File: config.mk
export PLATFORM = sky130hd
export DESIGN_NAME = spi_reg_ctrl
export DESIGN_NICKNAME = d
export VERILOG_FILES = /design/src/rtl/spi_pkg.sv /design/src/rtl/spi_cs_sync.sv /design/src/rtl/spi_reg_ctrl.sv
export SDC_FILE = /design/constraint.sdc
export NUM_CORES = 1
export LEC_CHECK = 0
export CAP_MARGIN = 20
export CORE_UTILIZATION = 47
export CTS_BUF_LIST = sky130_fd_sc_hd__clkbuf_4 sky130_fd_sc_hd__clkbuf_8 sky130_fd_sc_hd__clkbuf_16
export CTS_CLUSTER_SIZE = 40
export DETAILED_ROUTE_END_ITERATION = 10
export PLACE_DENSITY = 0.91
export REMOVE_ABC_BUFFERS = 1
export SLEW_MARGIN = 30
export SYNTH_ARGS = -nofsm -noshare
export SYNTH_HDL_FRONTEND = slang
export SYNTH_SLANG_ARGS = --single-unit
File: constraint.sdc
create_clock -name i_Clk -period 4.7 [get_ports i_Clk]
set_input_delay 1.41 -clock i_Clk [delete_from_list [all_inputs] [get_ports i_Clk]]
set_output_delay 1.41 -clock i_Clk [all_outputs]
set_load 0.01 [all_outputs]
File: src/rtl/spi_pkg.sv
// Shared SPI-side definitions: controller state encoding and command byte layout.
package spi_pkg;

    typedef enum logic [2:0] {
        IDLE    = 3'd0,
        CMD     = 3'd1,
        WR_DATA = 3'd2,
        RD_WAIT = 3'd3,
        RD_DATA = 3'd4
    } spi_state_e;

    localparam int CMD_BYTE_WIDTH = 8;
    localparam int CMD_ADDR_WIDTH = 7;
    localparam int CMD_RD_BIT     = 7;

endpackage

File: src/rtl/spi_cs_sync.sv
// Two-flop synchronizer for raw SPI chip select, with rising/falling edge detect.
module spi_cs_sync (
    input  logic i_Clk,
    input  logic i_Rst,
    input  logic i_CS_n,
    output logic o_CS_s,
    output logic o_Rise,
    output logic o_Fall
);

    logic cs_meta;
    logic cs_q;

    // Reset to the deselected level so leaving reset never looks like an edge.
    always_ff @(posedge i_Clk) begin
        if (i_Rst) begin
            cs_meta <= 1'b1;
            o_CS_s  <= 1'b1;
            cs_q    <= 1'b1;
        end else begin
            cs_meta <= i_CS_n;
            o_CS_s  <= cs_meta;
            cs_q    <= o_CS_s;
        end
    end

    assign o_Rise = o_CS_s & ~cs_q;
    assign o_Fall = ~o_CS_s & cs_q;

endmodule

File: src/rtl/spi_reg_ctrl.sv
// Decodes the SPI command byte and sequences auto-incrementing register
// writes/reads, feeding read data back to the slave's TX byte register.
//
// state   | meaning
// IDLE    | CS deselected, waiting for the select edge
// CMD     | selected, waiting for the command byte
// WR_DATA | each received byte is written to the current address
// RD_WAIT | fetch issued, waiting for register read data
// RD_DATA | read byte loaded to TX, waiting for the byte boundary
module spi_reg_ctrl
    import spi_pkg::*;
#(
    parameter int                          ADDR_WIDTH  = 7,
    parameter logic [CMD_BYTE_WIDTH-1:0]   STATUS_BYTE = 8'hA5
) (
    input  logic                      i_Clk,
    input  logic                      i_Rst,
    input  logic                      i_SPI_CS_n,
    input  logic                      i_RX_DV,
    input  logic [CMD_BYTE_WIDTH-1:0] i_RX_Byte,
    output logic                      o_TX_DV,
    output logic [CMD_BYTE_WIDTH-1:0] o_TX_Byte,
    output logic [ADDR_WIDTH-1:0]     o_Reg_Addr,
    output logic                      o_Reg_Wr_En,
    output logic [CMD_BYTE_WIDTH-1:0] o_Reg_Wr_Data,
    output logic                      o_Reg_Rd_En,
    input  logic                      i_Reg_Rd_Valid,
    input  logic [CMD_BYTE_WIDTH-1:0] i_Reg_Rd_Data,
    output logic                      o_Busy,
    output logic                      o_Err_Overrun
);

    spi_state_e              state;
    logic                    cs_s;
    logic                    cs_rise;
    logic                    cs_fall;
    logic                    init_load;
    logic                    ovr_hit;
    logic [ADDR_WIDTH-1:0]   cmd_addr;
    logic [ADDR_WIDTH-1:0]   addr_step;

    spi_cs_sync u_cs_sync (
        .i_Clk  (i_Clk),
        .i_Rst  (i_Rst),
        .i_CS_n (i_SPI_CS_n),
        .o_CS_s (cs_s),
        .o_Rise (cs_rise),
        .o_Fall (cs_fall)
    );

    assign o_Busy   = ~cs_s;
    assign cmd_addr = ADDR_WIDTH'(i_RX_Byte[CMD_ADDR_WIDTH-1:0]);
    assign ovr_hit  = (state == RD_WAIT) && i_RX_DV;

    // The address steps one cycle after each strobe; an overrun byte also
    // consumes an address, and both can land on the same edge.
    always_comb begin
        addr_step = ADDR_WIDTH'(o_Reg_Wr_En | o_Reg_Rd_En) + ADDR_WIDTH'(ovr_hit);
    end

    always_ff @(posedge i_Clk) begin
        if (i_Rst) begin
            state         <= IDLE;
            init_load     <= 1'b1;
            o_TX_DV       <= 1'b0;
            o_TX_Byte     <= STATUS_BYTE;
            o_Reg_Addr    <= '0;
            o_Reg_Wr_En   <= 1'b0;
            o_Reg_Wr_Data <= '0;
            o_Reg_Rd_En   <= 1'b0;
            o_Err_Overrun <= 1'b0;
        end else begin
            init_load   <= 1'b0;
            o_TX_DV     <= 1'b0;
            o_Reg_Wr_En <= 1'b0;
            o_Reg_Rd_En <= 1'b0;
            o_Reg_Addr  <= o_Reg_Addr + addr_step;

            if (init_load) begin
                o_TX_DV   <= 1'b1;
                o_TX_Byte <= STATUS_BYTE;
            end

            case (state)
                // cs_s can only drop in IDLE through a detected falling edge
                IDLE: begin
                    if (cs_fall) begin
                        state <= CMD;
                    end
                end
                CMD: begin
                    if (i_RX_DV) begin
                        o_Reg_Addr <= cmd_addr;
                        if (i_RX_Byte[CMD_RD_BIT]) begin
                            o_Reg_Rd_En <= 1'b1;
                            state       <= RD_WAIT;
                        end else begin
                            state <= WR_DATA;
                        end
                    end
                end
                WR_DATA: begin
                    if (i_RX_DV) begin
                        o_Reg_Wr_En   <= 1'b1;
                        o_Reg_Wr_Data <= i_RX_Byte;
                    end
                end
                RD_WAIT: begin
                    if (i_RX_DV) begin
                        o_Err_Overrun <= 1'b1;
                    end
                    if (i_Reg_Rd_Valid) begin
                        o_TX_DV   <= 1'b1;
                        o_TX_Byte <= i_Reg_Rd_Data;
                        state     <= RD_DATA;
                    end
                end
                RD_DATA: begin
                    if (i_RX_DV) begin
                        o_Reg_Rd_En <= 1'b1;
                        state       <= RD_WAIT;
                    end
                end
                default: state <= IDLE;
            endcase

            // Deselect wins over everything except a write already accepted
            // this cycle; any read in flight is abandoned.
            if (cs_rise) begin
                state       <= IDLE;
                o_Reg_Rd_En <= 1'b0;
                o_TX_DV     <= 1'b1;
                o_TX_Byte   <= STATUS_BYTE;
            end
        end
    end

endmodule

==> out/metrics.yaml <==
status: "completed"
initial_core_util: 0.504
ys_warn_count: 0
holdWs_ns: 0.424
setup_ws_ns: 1.49
cts_setup_buffers: 0
place_ws_ns: 1.17
clk-insertion-delay-late_ns: 0.33
vias: 1304
syn2layout_area_growth_pct: 37.5
power_leakage_nw: 0.682
die-area_mm2: 0.00320
grt_pass1_wl_mm: 5.84
antenna_found_initial: 0
critPathKind: "input pin to flop"
holdCritStartpoint: "u_cs_sync.cs_meta$_SDFF_PP1_"
cpPeakStageDelay_ns: 0.63
cts-root-buf: "clkbuf_4"
rsz0062_at_grt: "no"
initialDrtViolationCount: 37
max_freq_mhz: 311
wl_per_cell_um: 15.0
nNetsFinal: 226
cts_tree: "done"
worstPathArrival_ns: 3.44
port-buffer-count: 48
min_path_type: "flop to flop"
power_density_mw_per_mm2: 270
dieHeight_um: 56.6
drv_slew: 0
grt_pass1_vias: 1331
synth-edff-count: 0
via_per_inst: 5.57
core-area_mm2: 0.00278
start_kind: "input pin"
synth_flop_cell: "dfxtp_1"
required_ns: 4.92
r2r_start: "state[2]$_SDFFE_PP0P_"
netlist_top_cells_count: "dfxtp_1 (34), nand2_1 (23), a21oi_1 (15)"
cts_sinks: 34
grt_max_degree: 25
yosys.area.top_type_share: 0.486
grt_use_met2: 0.417
clock_skew_ns: 0.00927
layout-drive-gt1-share: 0.0788
synthArstFlopShare: 0
syn_area_mm2: 0.00140
timing.final.crit_period_ns: 3.21
track_usage: 0.238
n_antenna_cell: 0
peakVddDrop_mv: 0.277
post-route-drc-count: 0
hold_buffers: 0
ys_ff_latch: 34
cts_buffer_depth: 2
startpoint: "i_RX_DV"
clkTransAtPathRegs_ns: 0.09
synth.most_common_cell: "dfxtp_1"
place.gp.congestion: 0.852
drtAntennaViolNets: 0
cap_violations: 0
cts_htree_levels: 2
netlist_instances: 159
use_met3: 0.0991
cts_buffers: 5
cp_max_fo: 9
tightest_slew_ns: 0.751
setup_tns_ns: 0
path_cells: "clkdlybuf4s50_1 > and4_1 > fa_1 > ha_1 > nand2_1 > or3_1 > a311oi_1"
rows: 19
post_cts_resized: 0
die_w_um: 56.6
finalCritPeriodShare: 0.684
end_kind: "flop"
setup_viol: 0
dpl.hpwl_mm: 2.60
busiest_layer: "met2"
drt-pass1-iter-count: 5
avgSynthCellArea_um2: 8.81
globalRouteMet1Util: 0.258
slowest_stage: "clkdlybuf4s50_1"
drt_wl_total_mm: 3.52
maxSlewHeadroom: 0.498
ys_seq_area_frac: 0.486
yosys.area.top_type: "dfxtp_1"
yosys-top-cells-area: "dfxtp_1 (49%), nand2_1 (6.2%), a21oi_1 (5.4%)"
hold_viol_final: 0
io_pins: 49
ys_types: 35
overflow: 0
[placed cells by master (no fill, tap or decap), drive strengths merged, types with 2 or more instances in the layout]
| master | count |
|---|---|
| clkdlybuf4s50 | 48 |
| dfxtp | 34 |
| nand2 | 23 |
| a21oi | 16 |
| nor2 | 14 |
| o21ai | 7 |
| clkbuf | 7 |
| nand3b | 6 |
| nor3 | 6 |
| or2 | 5 |
| nand2b | 4 |
| nand3 | 3 |
| a211oi | 3 |
| inv | 2 |
| nand4bb | 2 |
| or3 | 2 |
| a311oi | 2 |
| xor2 | 2 |
| mux2i | 2 |
[registers in the layout, indices dropped and copies added, names as in the netlist]
register	cells
init_load	1
o_Err_Overrun	1
o_Reg_Addr	7
o_Reg_Rd_En	1
o_Reg_Wr_Data	8
o_Reg_Wr_En	1
o_TX_Byte	8
o_TX_DV	1
state	3
u_cs_sync.cs_meta	1
u_cs_sync.cs_q	1
u_cs_sync.o_CS_s	1
[layout make-up]
class / count / area (um2)
inverter: 2 / 7.51
clock buffer: 7 / 52.6
tap: 31 / 38.8
timing repair buffer: 48 / 480
fill: 234 / 855
sequential: 34 / 681
multi-input combinational: 112 / 667
[routing by layer]
metal,wire length (um),up-vias
li1,-,640
met1,1480,599
met2,1710,56
met3,262,9
met4,68,0
met5,0,-
[worst paths after layout]
path | depth (start not counted) | slack (ns) | to
min | 1 | 0.42 | u_cs_sync.o_CS_s$_SDFF_PP1_
max reg2reg | 7 | 2.57 | o_Reg_Addr[6]$_SDFF_PP0_
min reg2reg | 1 | 0.42 | u_cs_sync.o_CS_s$_SDFF_PP1_
max | 7 | 1.49 | o_Reg_Addr[6]$_SDFF_PP0_
[critical path: cells and delay by family]
kind            cells  cell delay (ns)
simple gates        3             0.73
buf+inv             1             0.63
fa+ha+maj           2             0.43
compound gates      1             0.26
[cell families (layout without fill, tap and decap cells)]
group,after synthesis,after routing,share of synthesized area
AO/OA/AOI/OAI,31,31,0.133
XOR/XNOR,3,3,0.0188
adder cells (fa/ha/maj),2,2,0.0232
buffers and inverters,13,57,0.0384
flip-flops,34,34,0.486
multiplexers,3,3,0.0223
AND/OR/NAND/NOR,73,73,0.279
[per-stage QoR]
stage,total power [mW],area [um2],util,instances
global route,0.543,1930,0.693,234
detailed placement,0.370,1870,0.674,227
CTS,0.525,1930,0.693,234
finish,0.520,1930,0.693,234
global placement,0.368,1870,0.674,227
floorplan,0.332,1360,-,148
[power by group]
group          switching, mW  total [mW]  internal [mW]
sequential           0.00956       0.305          0.296
combinational         0.0238      0.0589         0.0351
clock                 0.0882       0.156         0.0679
(Power assumes the default switching activity.)
